### src/rtl/wisc_ctrl_pkg.sv
// Shared types and defaults for the execute-stage flow controller.
package wisc_ctrl_pkg;

    localparam int unsigned REG_ADDR_W_DEF = 3;
    localparam int unsigned PC_W_DEF       = 16;
    localparam int unsigned STALL_CNT_W    = 16;
    localparam int unsigned FLUSH_CNT_W    = 3;

    localparam logic [STALL_CNT_W-1:0] STALL_CNT_MAX = 16'hFFFF;

    typedef enum logic [1:0] {
        StRun   = 2'd0,
        StRedir = 2'd1,
        StHalt  = 2'd2
    } flow_state_e;

endpackage

### src/rtl/ex_flow_ctrl_if.sv
// Hazard/resolution inputs and pipeline-control outputs of the flow controller.
interface ex_flow_ctrl_if #(
    parameter int unsigned REG_ADDR_W = wisc_ctrl_pkg::REG_ADDR_W_DEF,
    parameter int unsigned PC_W       = wisc_ctrl_pkg::PC_W_DEF
);
    logic                  id_valid;
    logic [REG_ADDR_W-1:0] id_rs;
    logic [REG_ADDR_W-1:0] id_rt;
    logic                  id_rs_used;
    logic                  id_rt_used;
    logic                  ex_valid;
    logic                  ex_reg_wr;
    logic                  ex_mem_rd;
    logic [REG_ADDR_W-1:0] ex_rd;
    logic                  mem_valid;
    logic                  mem_reg_wr;
    logic [REG_ADDR_W-1:0] mem_rd;
    logic                  ex_redirect;
    logic [PC_W-1:0]       ex_target;
    logic                  ex_halt;
    logic                  mem_busy;

    logic                  pc_we;
    logic                  ifid_we;
    logic                  exmem_we;
    logic                  idex_bubble;
    logic                  ifid_flush;
    logic                  pc_sel;
    logic [PC_W-1:0]       redirect_pc;
    logic                  halted;
    logic [15:0]           stall_cnt;

    // Pipeline side: drives hazard/resolution info, receives controls.
    modport master (
        output id_valid, id_rs, id_rt, id_rs_used, id_rt_used,
        output ex_valid, ex_reg_wr, ex_mem_rd, ex_rd,
        output mem_valid, mem_reg_wr, mem_rd,
        output ex_redirect, ex_target, ex_halt, mem_busy,
        input  pc_we, ifid_we, exmem_we, idex_bubble, ifid_flush, pc_sel,
        input  redirect_pc, halted, stall_cnt
    );

    // Controller side.
    modport slave (
        input  id_valid, id_rs, id_rt, id_rs_used, id_rt_used,
        input  ex_valid, ex_reg_wr, ex_mem_rd, ex_rd,
        input  mem_valid, mem_reg_wr, mem_rd,
        input  ex_redirect, ex_target, ex_halt, mem_busy,
        output pc_we, ifid_we, exmem_we, idex_bubble, ifid_flush, pc_sel,
        output redirect_pc, halted, stall_cnt
    );

endinterface

### src/rtl/hazard_detect.sv
// Combinational RAW hazard detection between decode sources and EX/MEM destinations.
// EX_FWD_EN defined: forwarding exists, only load-use stalls.
module hazard_detect
    import wisc_ctrl_pkg::*;
#(
    parameter int unsigned REG_ADDR_W = REG_ADDR_W_DEF
) (
    input  logic                  id_valid,
    input  logic [REG_ADDR_W-1:0] id_rs,
    input  logic [REG_ADDR_W-1:0] id_rt,
    input  logic                  id_rs_used,
    input  logic                  id_rt_used,
    input  logic                  ex_valid,
    input  logic                  ex_reg_wr,
    input  logic                  ex_mem_rd,
    input  logic [REG_ADDR_W-1:0] ex_rd,
    input  logic                  mem_valid,
    input  logic                  mem_reg_wr,
    input  logic [REG_ADDR_W-1:0] mem_rd,
    output logic                  hazard_stall
);

    logic ex_match;
    logic mem_match;
    logic load_use;

    // Register 0 is an ordinary register, so no zero-specifier exemption.
    assign ex_match  = (id_rs_used && (id_rs == ex_rd))  || (id_rt_used && (id_rt == ex_rd));
    assign mem_match = (id_rs_used && (id_rs == mem_rd)) || (id_rt_used && (id_rt == mem_rd));
    assign load_use  = ex_valid && ex_reg_wr && ex_mem_rd && ex_match;

`ifdef EX_FWD_EN
    logic unused_mem;
    assign unused_mem   = mem_valid ^ mem_reg_wr ^ mem_match;
    assign hazard_stall = id_valid && load_use;
`else
    assign hazard_stall = id_valid && (load_use
                                       || (ex_valid && ex_reg_wr && ex_match)
                                       || (mem_valid && mem_reg_wr && mem_match));
`endif

endmodule

### src/rtl/ex_flow_ctrl.sv
// Execute-stage flow controller: enables, bubbles, redirect flush and halt sequencing.
// Optional macro EX_FWD_EN selects forwarding-aware hazard detection.
module ex_flow_ctrl
    import wisc_ctrl_pkg::*;
#(
    parameter int unsigned REG_ADDR_W   = REG_ADDR_W_DEF,
    parameter int unsigned PC_W         = PC_W_DEF,
    parameter int unsigned FLUSH_CYCLES = 2
) (
    input  logic           clk,
    input  logic           rst_n,
    ex_flow_ctrl_if.slave  bus
);

    localparam logic [FLUSH_CNT_W-1:0] FLUSH_INIT = FLUSH_CNT_W'(FLUSH_CYCLES - 1);

    flow_state_e            state_q;
    logic [FLUSH_CNT_W-1:0] flush_cnt_q;
    logic [PC_W-1:0]        redirect_pc_q;
    logic [15:0]            stall_cnt_q;
    logic                   halted_q;

    logic hazard_stall;
    logic do_halt;
    logic do_redirect;
    logic first_redir;

    hazard_detect #(
        .REG_ADDR_W (REG_ADDR_W)
    ) u_hazard_detect (
        .id_valid     (bus.id_valid),
        .id_rs        (bus.id_rs),
        .id_rt        (bus.id_rt),
        .id_rs_used   (bus.id_rs_used),
        .id_rt_used   (bus.id_rt_used),
        .ex_valid     (bus.ex_valid),
        .ex_reg_wr    (bus.ex_reg_wr),
        .ex_mem_rd    (bus.ex_mem_rd),
        .ex_rd        (bus.ex_rd),
        .mem_valid    (bus.mem_valid),
        .mem_reg_wr   (bus.mem_reg_wr),
        .mem_rd       (bus.mem_rd),
        .hazard_stall (hazard_stall)
    );

    assign do_halt     = bus.ex_valid && bus.ex_halt;
    assign do_redirect = bus.ex_valid && bus.ex_redirect;
    // The counter only leaves its initial value once a REDIR cycle completes unstalled.
    assign first_redir = (flush_cnt_q == FLUSH_INIT);

    always_comb begin
        bus.pc_we       = 1'b1;
        bus.ifid_we     = 1'b1;
        bus.exmem_we    = 1'b1;
        bus.idex_bubble = 1'b0;
        bus.ifid_flush  = 1'b0;
        bus.pc_sel      = 1'b0;
        if (bus.mem_busy) begin
            bus.pc_we    = 1'b0;
            bus.ifid_we  = 1'b0;
            bus.exmem_we = 1'b0;
        end else begin
            unique case (state_q)
                StRun: begin
                    if (do_halt || (!do_redirect && hazard_stall)) begin
                        bus.pc_we       = 1'b0;
                        bus.ifid_we     = 1'b0;
                        bus.idex_bubble = 1'b1;
                    end else if (do_redirect) begin
                        bus.ifid_flush  = 1'b1;
                        bus.idex_bubble = 1'b1;
                    end
                end
                StRedir: begin
                    bus.ifid_flush  = 1'b1;
                    bus.idex_bubble = 1'b1;
                    bus.pc_sel      = first_redir;
                end
                StHalt: begin
                    bus.pc_we       = 1'b0;
                    bus.ifid_we     = 1'b0;
                    bus.idex_bubble = 1'b1;
                end
                default: ;
            endcase
        end
    end

    always_ff @(posedge clk or negedge rst_n) begin
        if (!rst_n) begin
            state_q       <= StRun;
            flush_cnt_q   <= '0;
            redirect_pc_q <= '0;
            stall_cnt_q   <= '0;
            halted_q      <= 1'b0;
        end else if (!bus.mem_busy) begin
            unique case (state_q)
                StRun: begin
                    if (do_halt) begin
                        state_q  <= StHalt;
                        halted_q <= 1'b1;
                    end else if (do_redirect) begin
                        state_q       <= StRedir;
                        redirect_pc_q <= bus.ex_target;
                        flush_cnt_q   <= FLUSH_INIT;
                    end else if (hazard_stall && (stall_cnt_q != STALL_CNT_MAX)) begin
                        stall_cnt_q <= stall_cnt_q + 16'd1;
                    end
                end
                StRedir: begin
                    if (flush_cnt_q == '0) begin
                        state_q <= StRun;
                    end else begin
                        flush_cnt_q <= flush_cnt_q - 1'b1;
                    end
                end
                StHalt: ;
                default: state_q <= StRun;
            endcase
        end
    end

    assign bus.redirect_pc = redirect_pc_q;
    assign bus.stall_cnt   = stall_cnt_q;
    assign bus.halted      = halted_q;

endmodule

### src/flat_wrapper.sv
// flat-port wrapper written by rule: the top's interface ports become plain ports
module ex_flow_ctrl_flat import wisc_ctrl_pkg::*;
#(
    parameter int unsigned REG_ADDR_W   = REG_ADDR_W_DEF,
    parameter int unsigned PC_W         = PC_W_DEF,
    parameter int unsigned FLUSH_CYCLES = 2
)
  (clk, rst_n, bus_id_valid, bus_id_rs, bus_id_rt, bus_id_rs_used, bus_id_rt_used, bus_ex_valid, bus_ex_reg_wr, bus_ex_mem_rd, bus_ex_rd, bus_mem_valid, bus_mem_reg_wr, bus_mem_rd, bus_ex_redirect, bus_ex_target, bus_ex_halt, bus_mem_busy, bus_pc_we, bus_ifid_we, bus_exmem_we, bus_idex_bubble, bus_ifid_flush, bus_pc_sel, bus_redirect_pc, bus_halted, bus_stall_cnt);
  ex_flow_ctrl_if #(.REG_ADDR_W(REG_ADDR_W), .PC_W(PC_W)) bus_i ();
  input  logic clk;
  input  logic rst_n;
  input wire logic [$bits(bus_i.id_valid)-1:0] bus_id_valid;
  input wire logic [$bits(bus_i.id_rs)-1:0] bus_id_rs;
  input wire logic [$bits(bus_i.id_rt)-1:0] bus_id_rt;
  input wire logic [$bits(bus_i.id_rs_used)-1:0] bus_id_rs_used;
  input wire logic [$bits(bus_i.id_rt_used)-1:0] bus_id_rt_used;
  input wire logic [$bits(bus_i.ex_valid)-1:0] bus_ex_valid;
  input wire logic [$bits(bus_i.ex_reg_wr)-1:0] bus_ex_reg_wr;
  input wire logic [$bits(bus_i.ex_mem_rd)-1:0] bus_ex_mem_rd;
  input wire logic [$bits(bus_i.ex_rd)-1:0] bus_ex_rd;
  input wire logic [$bits(bus_i.mem_valid)-1:0] bus_mem_valid;
  input wire logic [$bits(bus_i.mem_reg_wr)-1:0] bus_mem_reg_wr;
  input wire logic [$bits(bus_i.mem_rd)-1:0] bus_mem_rd;
  input wire logic [$bits(bus_i.ex_redirect)-1:0] bus_ex_redirect;
  input wire logic [$bits(bus_i.ex_target)-1:0] bus_ex_target;
  input wire logic [$bits(bus_i.ex_halt)-1:0] bus_ex_halt;
  input wire logic [$bits(bus_i.mem_busy)-1:0] bus_mem_busy;
  output wire logic [$bits(bus_i.pc_we)-1:0] bus_pc_we;
  output wire logic [$bits(bus_i.ifid_we)-1:0] bus_ifid_we;
  output wire logic [$bits(bus_i.exmem_we)-1:0] bus_exmem_we;
  output wire logic [$bits(bus_i.idex_bubble)-1:0] bus_idex_bubble;
  output wire logic [$bits(bus_i.ifid_flush)-1:0] bus_ifid_flush;
  output wire logic [$bits(bus_i.pc_sel)-1:0] bus_pc_sel;
  output wire logic [$bits(bus_i.redirect_pc)-1:0] bus_redirect_pc;
  output wire logic [$bits(bus_i.halted)-1:0] bus_halted;
  output wire logic [$bits(bus_i.stall_cnt)-1:0] bus_stall_cnt;
  assign bus_i.id_valid = bus_id_valid;
  assign bus_i.id_rs = bus_id_rs;
  assign bus_i.id_rt = bus_id_rt;
  assign bus_i.id_rs_used = bus_id_rs_used;
  assign bus_i.id_rt_used = bus_id_rt_used;
  assign bus_i.ex_valid = bus_ex_valid;
  assign bus_i.ex_reg_wr = bus_ex_reg_wr;
  assign bus_i.ex_mem_rd = bus_ex_mem_rd;
  assign bus_i.ex_rd = bus_ex_rd;
  assign bus_i.mem_valid = bus_mem_valid;
  assign bus_i.mem_reg_wr = bus_mem_reg_wr;
  assign bus_i.mem_rd = bus_mem_rd;
  assign bus_i.ex_redirect = bus_ex_redirect;
  assign bus_i.ex_target = bus_ex_target;
  assign bus_i.ex_halt = bus_ex_halt;
  assign bus_i.mem_busy = bus_mem_busy;
  assign bus_pc_we = bus_i.pc_we;
  assign bus_ifid_we = bus_i.ifid_we;
  assign bus_exmem_we = bus_i.exmem_we;
  assign bus_idex_bubble = bus_i.idex_bubble;
  assign bus_ifid_flush = bus_i.ifid_flush;
  assign bus_pc_sel = bus_i.pc_sel;
  assign bus_redirect_pc = bus_i.redirect_pc;
  assign bus_halted = bus_i.halted;
  assign bus_stall_cnt = bus_i.stall_cnt;
  ex_flow_ctrl #(.REG_ADDR_W(REG_ADDR_W), .PC_W(PC_W), .FLUSH_CYCLES(FLUSH_CYCLES)) u_core (.clk(clk), .rst_n(rst_n), .bus(bus_i));
endmodule
### config.mk
export PLATFORM = sky130hd
export DESIGN_NAME = ex_flow_ctrl_flat
export DESIGN_NICKNAME = d
export VERILOG_FILES = /design/src/rtl/wisc_ctrl_pkg.sv /design/src/rtl/ex_flow_ctrl_if.sv /design/src/rtl/hazard_detect.sv /design/src/rtl/ex_flow_ctrl.sv /design/src/flat_wrapper.sv
export SDC_FILE = /design/constraint.sdc
export NUM_CORES = 1
export LEC_CHECK = 0
export CORE_MARGIN = 3
export CORE_UTILIZATION = 30
export CTS_BUF_LIST = sky130_fd_sc_hd__clkbuf_4
export CTS_CLUSTER_SIZE = 12
export DETAILED_ROUTE_END_ITERATION = 6
export GPL_TIMING_DRIVEN = 0
export HOLD_SLACK_MARGIN = 0.02
export MAX_ROUTING_LAYER = met4
export PLACE_DENSITY_LB_ADDON = 0.12
export SLEW_MARGIN = 30
export SYNTH_ARGS = -nofsm -noshare
export SYNTH_HDL_FRONTEND = slang
export SYNTH_SLANG_ARGS = --single-unit
export TNS_END_PERCENT = 20
### constraint.sdc
create_clock -name clk -period 2.4 [get_ports clk]
set_input_delay 0.6 -clock clk [delete_from_list [all_inputs] [get_ports clk]]
set_output_delay 0.6 -clock clk [all_outputs]
set_load 0.02 [all_outputs]
======== After elaboration in Yosys (flattened, before gate mapping) ========
Cells that the tools add are included.
operators by class
  multiplexer cells ....................... 21
  eq/ne operators ......................... 13
  add/subtract/negate cells ............... 2
  reductions and logical operators ........ 30
  divide/modulo/power cells ............... 0
  bitwise gates (word level) .............. 4
  multipliers ............................. 0
  magnitude comparators ................... 0
  shifts and indexed selects .............. 0
operators with widths
  cell                                                 number
  adder 16 x 1 -> 16 bit, second input constant        1
  != test 16 bit, second input constant                1
  logical AND 1 bit                                    15
  equality test 3 bit                                  4
  two-way mux 1 bit                                    10
  AND reduction 5 bit                                  2
  two-way mux 3 bit                                    3
  AND reduction 4 bit                                  2
  two-way mux 2 bit                                    3
  case mux 1 bit (2 select lines)                      3
  case mux 2 bit (3 select lines)                      1
  case mux 3 bit (2 select lines)                      1
  logical OR 1 bit                                     5
  != test 2 x 1 -> 1 bit, second input constant        2
  != test 2 bit, second input constant                 2
  inverter 1 bit                                       4
  equality test 3 x 1 -> 1 bit, second input constant  1
  logical NOT 3 bit                                    1
  != test 3 x 1 -> 1 bit, second input constant        1
  AND reduction 3 bit                                  1
  subtractor 3 x 1 -> 3 bit, second input constant     1
  equality test 2 x 1 -> 1 bit, second input constant  1
  equality test 2 bit, second input constant           1
  logical NOT 2 bit                                    1
  3 further kinds                                      3
word-level totals
  bits in read-only memories .............. 0
  output and inout bits ................... 39
  memories ................................ 0
  latch bits .............................. 0
  memory bits (writable) .................. 0
  flip-flop bits (word level) ............. 38

======== Depth between registers and ports, before layout ========
Gate-level depths: netlist (run 1).
  depth after elaboration ................. 12
  gate-level depth with buffers ........... 10
  depth with buffers taken out ............ 8

======== Cells and area by module ========
Synthesis (run 1) repeated with hierarchy kept, for this count alone.
unflattened totals
  cell total of the unflattened synthesis .. 187
  area, all modules ....................... 2,122.0 um2
modules (own cells, without submodules)
  module         instances  cells each  area each (um2)
  ex_flow_ctrl   1          167         1,968.1
  hazard_detect  1          20          153.9

======== Least setup slack after synthesis (run 1) ========
No wires, ideal clock.
  path kind ............................... input to output
  start ................................... in bus_id_rt[0]
  end ..................................... out bus_pc_we
  setup slack ............................. -0.191 ns
  stages .................................. 7
  arrival ................................. 1.991 ns
  path buffers ............................ 1
  path through ............................ xnor2_1 -> nand4_1 -> a21oi_2 -> nor2_1 -> o22ai_1 -> a311oi_1 -> buf_4
on the way
  longest elaborated chain between the ends .. 12
  elaborated cells between the ends (all ways) .. 17
  classes of those cells .................. eq/ne (2); mux (3); reduce/logical (12)
ends and longest elaborated chain
  what                                  line                                      text
  start, declared                       flat_wrapper.sv:14                        input wire logic [$bits(bus_i.id_rt)-1:0] bus_id_rt;
  equality test 3 bit                   hazard_detect.sv:28                       assign ex_match = (id_rs_used && (id_rs == ex_rd)) || (id_rt_used && (id_rt == ex_rd));
  logical AND 1 bit                     hazard_detect.sv:28
  logical OR 1 bit                      hazard_detect.sv:28
  logical AND 1 bit (on tied branches)  hazard_detect.sv:30, hazard_detect.sv:38
  logical OR 1 bit                      hazard_detect.sv:38                       || (ex_valid && ex_reg_wr && ex_match)
  logical OR 1 bit *                    hazard_detect.sv:39                       || (mem_valid && mem_reg_wr && mem_match));
  logical AND 1 bit *                   hazard_detect.sv:37                       assign hazard_stall = id_valid && (load_use
  logical AND 1 bit *                   ex_flow_ctrl.sv:65                        if (do_halt || (!do_redirect && hazard_stall)) begin
  logical OR 1 bit *                    ex_flow_ctrl.sv:65
  two-way mux 1 bit *                   n/a
  case mux 1 bit (2 select lines) *     n/a
  two-way mux 1 bit *                   n/a
  end, declared                         flat_wrapper.sv:28                        output wire logic [$bits(bus_i.pc_we)-1:0] bus_pc_we;
Mark *: on every way between the ends. The rest lies on a longest branch, timed or not.

======== Worst setup path after layout (run 1) ========
  start ................................... in bus_ex_rd[2]
  end ..................................... out bus_pc_we
on the way
  longest elaborated chain between the ends .. 12
  elaborated cells between the ends (all ways) .. 15
  classes of those cells .................. eq/ne (2); mux (3); reduce/logical (10)
ends and longest elaborated chain
  what                                  line                                      text
  start, declared                       flat_wrapper.sv:20                        input wire logic [$bits(bus_i.ex_rd)-1:0] bus_ex_rd;
  equality test 3 bit                   hazard_detect.sv:28
  logical AND 1 bit                     hazard_detect.sv:28
  logical OR 1 bit *                    hazard_detect.sv:28
  logical AND 1 bit (on tied branches)  hazard_detect.sv:30, hazard_detect.sv:38
  logical OR 1 bit *                    hazard_detect.sv:38
  logical OR 1 bit *                    hazard_detect.sv:39
  logical AND 1 bit *                   hazard_detect.sv:37
  logical AND 1 bit *                   ex_flow_ctrl.sv:65
  logical OR 1 bit *                    ex_flow_ctrl.sv:65
  two-way mux 1 bit *                   ex_flow_ctrl.sv:65
  case mux 1 bit (2 select lines) *     ex_flow_ctrl.sv:63                        unique case (state_q)
  two-way mux 1 bit *                   ex_flow_ctrl.sv:58                        if (bus.mem_busy) begin
Marks and branches as above.

==> results.txt, run 1 <==
The mapped netlist covers 2030 um^2. The met3 track demand over resource came out at 3.54%. The fraction of power consumed by combinational cells came out at 43.9%. The critical path in this run is classified as in -> out. Summing the sequential cell areas from Yosys gives 46.9% of the chip area. The final count of pins violating max slew came to 0. Among all stages on the critical path, the largest delay is contributed by sky130_fd_sc_hd__a311oi_2. 80 I/O pins were placed. The post-synthesis instance total came out at 184. Net switching is 33.5% of the power. The post-placement worst setup slack is -0.907 ns. The clock arrives with 0.0103 ns of skew. The floorplan die height is 88.2 um. The routed design has 4.74 mm of wire. The final reports fail on negative setup slack. The number of antenna violations at the first check in global routing came to 0. The remaining antenna violation count after routing is 0. The total overflow reported by the global router is 0. The maximum ir drop on the vdd rail is 295 uV. The number of flip-flops and latches in the synthesized netlist is 38. The fraction of met1 tracks used by global routing is 16.8%. The total of endpoints with negative setup slack in the final report is 1. The warning count from the yosys run came out at 0. In the layout the commonest cells are sky130_fd_sc_hd__clkdlybuf4s50_1 (50), sky130_fd_sc_hd__dfrtp_1 (38), sky130_fd_sc_hd__mux2_2 (17). The pre-antenna-repair detailed-routing pass consisted of 6 iterations. The run finished, with violations left. The tightest hold margin came out at 0.157 ns. The count of flip-flops with a built-in enable after synthesis is 0.

The leakage dissipation is 1.37 nW. The setup slack of the critical path after layout came out at -0.000464 ns. Global routing consumed, on the met2 layer, 20.7% of the routing resources.

The fraction of registers with async set/reset came out at 100%. The type of the tightest min-delay check is in -> async. The total power consumption of the routed design is 2.61 mW. The count of max-cap constraint violations came out at 0. The number of H-tree levels came out at 2. The mean number of vias per cell is 4.66.

After global routing, the most crowded layer is met2. The via count of the first global-routing pass is 1710. Once the floorplan was initialized, standard cells occupied 31.4% of the core. Traced cell by cell, the critical path runs through buf_2 > xnor2_1 > nand4_1 > a21oi_2 > nor2_2 > o22ai_2 > a311oi_2 > buf_4 > buf_6. After layout, the minimum clock period comes to 2.40 ns.

The power density of the placed cells came out at 859 nW/um^2. Dividing the detail-routed wire length by the instance count gives 13.4 um. The tree is rooted in a sky130_fd_sc_hd__clkbuf_4. The transition at the pin with the smallest max-transition slack is 0.384 ns. The final layout contains 325 nets. The total of hold buffers inserted after clock tree synthesis is 0.

The number of nets handed over by synthesis was 233. The tightest slew margin relative to the limit came out at 74.4%. The launching element type of the critical path is an input port.

For this run, the leading register cell type out of synthesis is sky130_fd_sc_hd__dfrtp_1. The data required time of the worst path came out at 1.80 ns. The share of post-route cells with drive strength above 1 is 28.5%. Of the total power, registers draw 35.2%.

The count of routing violations after the opening detailed-route iteration is 63. The arrival time of data at the critical path endpoint is 1.80 ns. After layout, the worst path uses 100% of the clock period. The cell row count is 29. The final weighted congestion in routability-driven placement came out at 0.741. Relative to the synthesized area, the layout overhead comes to 49.8%. The count of antenna diodes in the layout is 0. The unique cell type count in the Yosys netlist came out at 39. Leaving out fill and tap cells, the most frequent cell in the layout is sky130_fd_sc_hd__clkdlybuf4s50_1. The internal portion of total power came out at 1.74 mW. The area of the die is 7780 um^2. Input and output buffers added on the ports amount to 78. The clock tree from TritonCTS is done. The maximum fanout along the worst path is 2. The overall die width came out at 88.2 um. The final instance area is 3040 um^2.

The clock share of power is 20.9%. The routed layout has 1651 vias. The number of sinks driven by the clock tree came out at 38.

The mean post-synth cell area is 11.0 um^2. The placed wire-length estimate after detailed placement came out at 3.61 mm. The first-pass GRT wire length is 7.84 mm. The number of hold violations in the final report is 0. The maximum cell stage delay along the critical path is 0.25 ns. The fmax came out at 417 MHz.

The clock transition at the registers of the reported paths came out at 0.12 ns. For this run, design rule violations remaining after detail routing come to 0. The worst setup path is captured at an output pin.

The clock latency of the later-clocked register in the worst-skew pair is 0.34 ns. The area after detailed placement is 2930 um^2. The reported net switching power came out at 874 uW. The largest net degree at the start of global routing came out at 25. The TritonCTS buffer count came out at 5. After floorplanning, the core was sized to cover 6460 um^2. Setup repair after global routing could not meet its margin everywhere. The maximum root-to-sink buffer count came out at 2. In the global route stage, overall resource usage came out at 13.3%.
[routing by layer]
layer / part of all wire, % / wire (um)
met1: 46 / 2160
met2: 46 / 2170
met3: 7.4 / 350
met4: 1.2 / 57
met5: 0 / 0
[worst paths after layout]
path	from	end	slack, ns	depth (start not counted)
worst min register to register	u_core.bus.stall_cnt[13]$_DFFE_PN0P_	u_core.bus.stall_cnt[13]$_DFFE_PN0P_	0.51	1
max in group asynchronous	rst_n	u_core.bus.redirect_pc[10]$_DFFE_PN0P_	1.79	2
worst max-delay path	bus_ex_rd[2]	bus_pc_we	-0.0005	9
worst max register to register	u_core.state_q[1]$_DFFE_PN0P_	u_core.bus.redirect_pc[9]$_DFFE_PN0P_	0.41	8
min in group clk	u_core.bus.stall_cnt[13]$_DFFE_PN0P_	u_core.bus.stall_cnt[13]$_DFFE_PN0P_	0.51	1
worst min-delay path	rst_n	u_core.state_q[1]$_DFFE_PN0P_	0.16	1
[flip-flops by register name, summed over array words and instances (netlist names)]
signal / cells
u_core.state_q: 2
u_core.bus.halted: 1
u_core.bus.stall_cnt: 16
u_core.bus.redirect_pc: 16
u_core.flush_cnt_q: 3
[kinds of logic after synthesis]
logic type	after synthesis	synth area share [%]
and+or+nand+nor	56	15.4
DFF	38	46.9
xor gates and xnor gates	28	12.1
AOI/OAI and AO/OA	19	6.97
buffers and inverters	18	4.32
muxes	17	9.44
adders and majority gates	8	4.94
[cell type report]
| type | instances | area (um^2) |
|---|---|---|
| Clock inverter | 3 | 63.8 |
| Timing Repair Buffer | 85 | 759 |
| Tap cell | 77 | 96.3 |
| Multi-Input combinational cell | 128 | 1040 |
| Buffer | 5 | 42.5 |
| Sequential cell | 38 | 951 |
| Clock buffer | 5 | 37.5 |
| Inverter | 13 | 48.8 |
| Fill cell | 643 | 3420 |
[through the flow]
step | cells | util [%] | setup TNS (ns)
after floorplan | 184 | - | 0
after detailed placement | 340 | 45.3 | -4.47
after global routing | 354 | 47.0 | -0.0988
after global placement | 339 | 45.1 | -16.08
after CTS | 354 | 47.2 | -0.0509
final | 354 | 47.0 | -0.000464
[cells in the mapped netlist, types with 2 or more instances]
| library cell | n | area share [%] |
|---|---|---|
| sky130_fd_sc_hd__nand2_1 | 11 | 2.0 |
| sky130_fd_sc_hd__nor3_2 | 3 | 1.5 |
| sky130_fd_sc_hd__xor2_1 | 10 | 4.3 |
| sky130_fd_sc_hd__buf_4 | 3 | 1.1 |
| sky130_fd_sc_hd__xnor2_1 | 18 | 7.8 |
| sky130_fd_sc_hd__ha_1 | 8 | 4.9 |
| sky130_fd_sc_hd__dfrtp_1 | 38 | 47 |
| sky130_fd_sc_hd__nor2_1 | 12 | 2.2 |
| sky130_fd_sc_hd__o21ai_0 | 2 | 0.49 |
| sky130_fd_sc_hd__nand4_1 | 8 | 2.5 |
| sky130_fd_sc_hd__nand3_1 | 7 | 1.7 |
| sky130_fd_sc_hd__inv_1 | 13 | 2.4 |
| sky130_fd_sc_hd__a21oi_1 | 4 | 0.99 |
| sky130_fd_sc_hd__nor3_1 | 4 | 0.99 |
| sky130_fd_sc_hd__o22ai_1 | 3 | 0.93 |
| sky130_fd_sc_hd__mux2_2 | 17 | 9.4 |
[what timing repair did]
action                     in CTS  in global routing
setup endpoints to repair       6                  5
gates resized for setup        92                  5
cloned                          0                  0
pin swaps                      18                  3
buffers inserted                6                  0
[critical path, delay by kind of cell]
family	cells	cell delay [ns]
AO/OA/AOI/OAI	3	0.41
buffers and inverters	3	0.38
AND/OR/NAND/NOR	2	0.27
XOR/XNOR	1	0.13
[power by group through the flow]
stage	sequential, mW	combinational, mW	clock, mW
floorplan	1.11	0.421	0
global placement	0.928	1.11	0
detailed placement	0.936	1.12	0
CTS	0.920	1.16	0.568
global route	0.947	1.25	0.593
finish	0.919	1.15	0.546
Note: power is estimated with default switching activity, not from simulation.
==> run 2, diff against run 1 <==
CAP_MARGIN = 20   (was default)
==> results of run 2 <==
Final layout, timing and power as in run 1 (identical DEF).
